## config.mk

```make
export PLATFORM = sky130hd
export DESIGN_NAME = bus_arbiter_rr
export DESIGN_NICKNAME = d
export VERILOG_FILES = /design/src/rtl/bus_arbiter_rr.sv
export SDC_FILE = /design/constraint.sdc
export NUM_CORES = 1
export LEC_CHECK = 0
export CAP_MARGIN = 5
export CORE_UTILIZATION = 46
export CTS_BUF_LIST = sky130_fd_sc_hd__clkbuf_8
export CTS_CLUSTER_SIZE = 28
export DETAILED_ROUTE_END_ITERATION = 7
export GPL_TIMING_DRIVEN = 0
export PLACE_DENSITY = 0.83
export SLEW_MARGIN = 20
export SYNTH_ARGS = -nofsm -noshare
export SYNTH_HDL_FRONTEND = slang
export SYNTH_SLANG_ARGS = --single-unit
```

## constraint.sdc

```tcl
create_clock -name clk -period 5.4 [get_ports clk]
set_input_delay 0.54 -clock clk [delete_from_list [all_inputs] [get_ports clk]]
set_output_delay 0.54 -clock clk [all_outputs]
set_load 0.01 [all_outputs]
```

## src/rtl/bus_arbiter_rr.sv

```systemverilog
// Round-robin shared-bus arbiter with per-(dest,src) backpressure, per-source holdoff and a
// registered broadcast pipeline. Define BUS_ARB_STALL_CNT_EN to add the stall_cnt port.
module bus_arbiter_rr #(
   parameter int unsigned NUM_PE       = 8,
   parameter int unsigned DATA_LEN     = 16,
   parameter int unsigned BUS_ADDR_LEN = $clog2(NUM_PE),
   parameter int unsigned NUM_STAGES   = 3,
   parameter int unsigned FULL_LAT     = 2 * NUM_STAGES
`ifdef BUS_ARB_STALL_CNT_EN
   ,
   parameter int unsigned STALL_CNT_W  = 32
`endif
) (
   input  logic                             clk,
   input  logic                             rstn,
   input  logic [NUM_PE-1:0]                req_valid,
   input  logic [BUS_ADDR_LEN*NUM_PE-1:0]   req_dest_i,
   input  logic [DATA_LEN*NUM_PE-1:0]       req_data_i,
   output logic [NUM_PE-1:0]                req_ready,
   input  logic [NUM_PE*NUM_PE-1:0]         rd_buffer_full_i,
   output logic                             bus_valid,
   output logic [DATA_LEN-1:0]              data_bus,
   output logic [BUS_ADDR_LEN-1:0]          addr_bus,
   output logic [NUM_PE-1:0]                rd_from_bus
`ifdef BUS_ARB_STALL_CNT_EN
   ,
   output logic [STALL_CNT_W-1:0]           stall_cnt
`endif
);

   localparam int unsigned HoldW = (FULL_LAT > 0) ? $clog2(FULL_LAT + 1) : 1;
   localparam logic [HoldW-1:0] HoldInit = HoldW'(FULL_LAT);

   typedef struct packed {
      logic                    valid;
      logic [DATA_LEN-1:0]     data;
      logic [BUS_ADDR_LEN-1:0] src;
      logic [NUM_PE-1:0]       rd;
   } beat_t;

   logic [BUS_ADDR_LEN-1:0] ptr_q, ptr_d;
   logic [HoldW-1:0]        hold_q [NUM_PE];
   logic [HoldW-1:0]        hold_d [NUM_PE];
   beat_t                   pipe_q [NUM_STAGES];
   beat_t                   pipe_d [NUM_STAGES];

   logic [BUS_ADDR_LEN-1:0] dest_s [NUM_PE];
   logic [NUM_PE-1:0]       eligible;
   logic                    found;
   logic                    do_grant;
   logic [BUS_ADDR_LEN-1:0] gnt_src;

   // Out-of-range destinations have no full flag and are never eligible.
   always_comb begin
      for (int unsigned s = 0; s < NUM_PE; s++) begin
         dest_s[s]   = req_dest_i[s*BUS_ADDR_LEN +: BUS_ADDR_LEN];
         eligible[s] = 1'b0;
         if (req_valid[s] && (hold_q[s] == '0) && (32'(dest_s[s]) < NUM_PE)) begin
            eligible[s] = !rd_buffer_full_i[32'(dest_s[s])*NUM_PE + s];
         end
      end
   end

   always_comb begin
      found   = 1'b0;
      gnt_src = '0;
      for (int unsigned i = 0; i < NUM_PE; i++) begin
         if (!found && eligible[(32'(ptr_q) + i) % NUM_PE]) begin
            found   = 1'b1;
            gnt_src = BUS_ADDR_LEN'((32'(ptr_q) + i) % NUM_PE);
         end
      end
      // Grant is masked while reset is asserted so req_ready reads 0 during reset.
      do_grant  = found & rstn;
      req_ready = '0;
      if (do_grant) begin
         req_ready[gnt_src] = 1'b1;
      end
   end

   always_comb begin
      ptr_d = ptr_q;
      if (do_grant) begin
         ptr_d = BUS_ADDR_LEN'((32'(gnt_src) + 1) % NUM_PE);
      end
      for (int unsigned s = 0; s < NUM_PE; s++) begin
         if (req_ready[s]) begin
            hold_d[s] = HoldInit;
         end else if (hold_q[s] != '0) begin
            hold_d[s] = hold_q[s] - 1'b1;
         end else begin
            hold_d[s] = '0;
         end
      end
      pipe_d[0] = '0;
      if (do_grant) begin
         pipe_d[0].valid = 1'b1;
         pipe_d[0].data  = req_data_i[32'(gnt_src)*DATA_LEN +: DATA_LEN];
         pipe_d[0].src   = gnt_src;
         pipe_d[0].rd    = NUM_PE'(1) << dest_s[gnt_src];
      end
      for (int unsigned i = 1; i < NUM_STAGES; i++) begin
         pipe_d[i] = pipe_q[i-1];
      end
   end

   always_ff @(posedge clk or negedge rstn) begin
      if (!rstn) begin
         ptr_q  <= '0;
         hold_q <= '{default: '0};
         pipe_q <= '{default: '0};
      end else begin
         ptr_q  <= ptr_d;
         hold_q <= hold_d;
         pipe_q <= pipe_d;
      end
   end

   // Invalid beats are zeroed at entry, so the last stage drives the bus directly.
   assign bus_valid   = pipe_q[NUM_STAGES-1].valid;
   assign data_bus    = pipe_q[NUM_STAGES-1].data;
   assign addr_bus    = pipe_q[NUM_STAGES-1].src;
   assign rd_from_bus = pipe_q[NUM_STAGES-1].rd;

`ifdef BUS_ARB_STALL_CNT_EN
   logic [STALL_CNT_W-1:0] stall_q, stall_d;

   always_comb begin
      stall_d = stall_q;
      if ((|req_valid) && !(|req_ready) && (stall_q != '1)) begin
         stall_d = stall_q + 1'b1;
      end
   end

   always_ff @(posedge clk or negedge rstn) begin
      if (!rstn) begin
         stall_q <= '0;
      end else begin
         stall_q <= stall_d;
      end
   end

   assign stall_cnt = stall_q;
`endif

endmodule

```

After elaboration in Yosys (flattened, before gate mapping)
Index checks and enable logic that the tools add are counted.

Add/sub/neg operators: 23. Order comparisons: 19. Shifts and indexed selects: 2. Mux-type cells: 79. Bitwise gates (word level): 2. Reduce and logical (&&, ||, !) cells: 47.

Operators with widths (number): 128-bit by 8-bit variable part select with 16-bit output (1); 3-bit two-way mux (26); 7-bit less-than comparator (second input constant) (7); 1-bit binary-select mux with 6-bit select (7); 3-bit by 4-bit less-than comparator with 1-bit output (second input constant) (9); 1-bit two-way mux (33); 6-bit by 3-bit adder with 7-bit output (second input constant) (4); 28-bit two-way mux (1); 1-bit binary-select mux with 3-bit select (9); 3-bit zero test (8); 3-bit nonzero test (8); 3-bit by 1-bit subtractor with 3-bit output (second input constant) (8); 1-bit logical AND (16); 1-bit zero test (15); 6-bit by 2-bit adder with 7-bit output (second input constant) (2); 3-bit adder (second input constant) (4); 3-bit binary-select mux with 3-bit select (1); 8-bit two-way mux (1); 1-bit by 3-bit << shifter with 8-bit output (first input constant) (1); 6-bit by 1-bit adder with 7-bit output (second input constant) (1); 6-bit by 7-bit less-than comparator with 1-bit output (second input constant) (1); 3-bit by 1-bit adder with 3-bit output (second input constant) (2); 3-bit by 2-bit adder with 3-bit output (second input constant) (2); 4-bit greater-or-equal comparator (second input constant) (1); 4 further kinds (4).

Register bits: 111. Input bits: 226. Output and inout port bits: 36. Logic and storage cells: 193.

Longest topological paths before layout
Depth after elaboration: 35. Depth in mapped cells: 18. Mapped depth without buffers: 16.

Worst setup path after synthesis
OpenSTA, ideal clock, no wires.

Kind: reg-to-output. Start point: reg ptr_q[1]. End point: out req_ready[5]. Arrival: 3895 ps. Slack: 965 ps. Stages on the path, launching flop included: 15. Path buffers: 3. Path through: dfrtp_1 > clkbuf_1 > inv_1 > clkbuf_1 > ha_1 > xnor2_1 > mux4_2 > or2_1 > o21a_1 > o21ai_1 > a21oi_2 > o21ai_4 > buf_2 > nand2_1 > nor3_1.

Cells in the longest elaborated chain, start to end: 29.

Ends and longest elaborated chain: start: declaration (RTL line 41) `logic [BUS_ADDR_LEN-1:0] ptr_q, ptr_d;`; start signal: assignment (RTL line 113) `ptr_q <= ptr_d;`; parallel branches: the longest is 28 deep, another holds 3-bit by 1-bit adder with 3-bit output; 8-bit two-way mux (*) (RTL line 76) `if (do_grant) begin`; end: declaration (RTL line 19) `output logic [NUM_PE-1:0] req_ready,`.

Every way passes the cells marked *. The select of a mux whose other input is x is not followed.

Final worst setup path
Start point: in rd_buffer_full_i[26]. End point: out req_ready[2].

Cells in the longest elaborated chain, start to end: 33.

Ends and longest elaborated chain: start: declaration (RTL line 20) `input logic [NUM_PE*NUM_PE-1:0] rd_buffer_full_i,`; 1-bit binary-select mux with 6-bit select (RTL line 59) `eligible[s] = !rd_buffer_full_i[32'(dest_s[s])*NUM_PE + s];`; 1-bit two-way mux (implied by the code) (RTL line 59); 1-bit zero test (RTL line 59); 1-bit two-way mux (RTL line 58) `if (req_valid[s] && (hold_q[s] == '0) && (32'(dest_s[s]) < NUM_PE)) begin`; 1-bit binary-select mux with 3-bit select (RTL line 68) `if (!found && eligible[(32'(ptr_q) + i) % NUM_PE]) begin`; 1-bit two-way mux (implied by the code) (RTL line 68); 1-bit two-way mux (RTL line 68); 1-bit zero test (RTL line 68); [17 not listed]; 1-bit zero test (RTL line 68); 1-bit logical AND (RTL line 68); 3-bit two-way mux (RTL line 68); 3-bit by 4-bit less-than comparator with 1-bit output (implied by the code) / 3-bit by 1-bit greater-or-equal comparator with 1-bit output (equally long branches) (RTL line 77) `req_ready[gnt_src] = 1'b1;`; 1-bit logical AND (implied by the code) (RTL line 77); 1-bit two-way mux (implied by the code) (RTL line 77); 1-bit demux with 3-bit select (RTL line 77); 8-bit two-way mux (*) (RTL line 76).

Every way passes the cells marked *; elsewhere a longest branch is shown, timed or not. The select of a mux whose other input is x is not followed.

==> flow_summary.ini <==
[outcome]
status = completed

[route]
routed_wl_um = 22700
wl_met3_um = 1470
firstDrtPassIters = 5
routedWlPerCell_um = 20.5
top_layer_used = met4
route.met2.wl_um = 11400
vias_per_cell = 5.73
first_iter_violations = 535
wl_met1_um = 9020
antenna_left = 0
vias = 6352
drc = 0

[global_route]
grtUsageTotal = 0.291
antenna_found_initial = 3
grt_pass1_vias = 6137
grt_max_degree = 88
grt_remaining_overflow = 0
grt_pass1_wl_um = 34700

[job]
max-cap-violations = 0

[timing]
fin_tns_setup_ps = 0
relSlewSlack = 0.447
slew_violations = 0
fin_crit_sh = 0.989
final-hold-violation-count = 0
fin_crit_ps = 5340
setup-violations-final = 0
fin_skew_ps = 9.73
fmax_mhz = 187
worst_pin_slew_ps = 829
rsz0062_at_grt = yes

[floorplan]
core_mm2 = 0.0146
fp.dieArea_mm2 = 0.0156
die_height_um = 125
start_util = 0.475
ioPinCount = 262
die_w_um = 125
num_rows = 44

[clocking]
clkSinkCount = 111
cts_buffer_depth = 2
clk_latency_ps = 370
path_clk_slew_ps = 90
cts-root-buf = clkbuf_8
htreeDepth = 3
cts_tree = built
numCtsBuffers = 9

[placement]
gp_congestion = 0.962
io_buffers = 258
place_area_mm2 = 0.00977
post-dp-hpwl_um = 18200

[synthesis]
ys_types = 70
yosysWarnings = 0
netlist.area_leader.share = 0.401
syn_area_mm2 = 0.00693
synthArstFlopShare = 1.00
synth_edf_count = 0
postSynthCellCount = 633
synth.largest_area_cell = dfrtp_1
yosys_most_used_dff = dfrtp_1
ys_seq_area_frac = 0.401
synthTopCellsByCount = dfrtp_1, mux2i_1, nand2_1
yosysMostFrequentCell = dfrtp_1
postSynthNetCount = 878
synth-seq-cells = 111
synthTopCellsByArea = dfrtp_1, mux2i_1, mux4_2
avgSynthCellArea_um2 = 10.9

[layout]
final_cell_area_mm2 = 0.0103
multi_input_area_mm2 = 0.00406
fill_cells = 1110
register_area_mm2 = 0.00278
nets = 1166
drive_gt1_frac = 0.160
area_delta_synth_final_pct = 48.5

[worst_hold_path]
hp-class = flip-flop to flip-flop

[critical_path]
cp.required_ps = 4860
end_kind = output pin
startpoint_type = input port
cp.arrival_ps = 4800
path_max_fanout = 10
crit_type = input port to output pin

[pwr]
p_per_area_mw_per_mm2 = 729
leakagePower_uw = 0.00445
ir_drop_mv = 0.562
[timing repair]
action,4_1_cts,5_1_grt
endpoints found under the hold margin,16,0
gates resized for setup,30,29
hold buffers,1,0
pin swaps,2,7
setup endpoints to repair,31,8
setup buffers,3,14
[kinds of logic (layout without fill, tap and decap cells)]
group	count (synthesis)	after routing	share of synthesized area
buffers and inverters	60	351	0.0365
AND/OR/NAND/NOR	161	161	0.114
adder cells (fa/ha/maj)	19	19	0.0343
multiplexers	138	138	0.253
other	0	1	0
AO/OA/AOI/OAI	140	140	0.156
XOR/XNOR	4	4	0.00506
flip-flops	111	111	0.401
[metrics by stage]
| stage | setup WS (ps) | hold slack [ps] | cells | util | power (uW) |
|---|---|---|---|---|---|
| after detailed placement | -799 | 335 | 1076 | 0.670 | 6480 |
| final | 60.2 | 353 | 1109 | 0.705 | 7500 |
| after floorplan | 965 | 244 | 633 | - | 4950 |
| after global placement | -1780 | 332 | 1075 | 0.668 | 6410 |
| after CTS | 4.44 | 355 | 1094 | 0.692 | 7180 |
| after global routing | -83.1 | 360 | 1109 | 0.705 | 7940 |
[final timing paths]
path	from	to	slack, ps	cells after the start
min in group asynchronous	rstn	pipe_d[18]	580	2
setup reg to reg	ptr_q[1]	pipe_d[33]	700	19
max in group asynchronous	rstn	hold_q[19]	4150	3
hold / removal	pipe_d[6]	rd_from_bus[6]	350	0
hold reg to reg	pipe_d[6]	rd_from_bus[6]	350	0
setup / recovery	rd_buffer_full_i[26]	req_ready[2]	60	15
[report_power, final]
| group | switching, uW | internal [uW] | total [uW] | leakage [uW] |
|---|---|---|---|---|
| logic | 3230 | 2600 | 5830 | 0.00289 |
| registers | 94.2 | 1110 | 1200 | 0.00147 |
| clock network | 263 | 212 | 475 | 0.0000945 |
| total | 3590 | 3910 | 7500 | 0.00445 |
[placed cells by master, fill, tap and decap left out, drive strengths merged, types with 3 or more instances in the layout]
master and instances:
dfrtp 111, mux2 36, a22oi 3, a221oi 12, nor2b 11, o32ai 3, a2bb2oi 6, o21a 14
clkdlybuf4s50 248, mux4 25, buf 34, o22ai 9, and2 6, nor3 13, nand2 54, ha 19
clkbuf 31, a32o 3, xnor2 3, o221ai 11, nand3b 4, mux2i 77, a21o 4, dlymetal6s2s 4
o311ai 3, dlygate4sd2 4, o21ai 17, o211ai 5, or2 17, o31ai 6, inv 25, nand3 4
nor2 44, o22a 4, a22o 7, a211oi 8, a21oi 17
[worst max-delay path, stage by stage]
cell             delay, ps
clkdlybuf4s50_1        390
mux2_1                 360
mux4_2                 530
nor2_2                 320
a21oi_1                230
a21oi_1                410
o32ai_4                180
buf_4                  190
a221oi_4               280
o21a_2                 200
o21ai_4                 60
clkbuf_4               200
nand2b_1               220
nor2_2                 130
clkdlybuf4s50_1        540
[sequential cells by signal, indices dropped and copies added, names as in the netlist]
signal       cells
data_bus        16
ptr_q            3
pipe_d          56
bus_valid        1
hold_q          24
addr_bus         3
rd_from_bus      8
[cell type report]
type | instances | share of cell area
inverter | 24 | 0.00936
timing repair buffer | 277 | 0.268
sequential | 111 | 0.270
tap | 184 | 0.0224
clock buffer | 9 | 0.0120
buffer | 36 | 0.0180
antenna | 1 | 0.000243
multi-input combinational | 462 | 0.395
clock inverter | 5 | 0.00596
[layer usage]
layer,up-vias,GRT usage
li1,2929,-
met1,3036,0.377
met2,326,0.497
met3,61,0.0425
met4,0,0.101
met5,-,0
No activity file was read; power rests on OpenSTA's default activity.
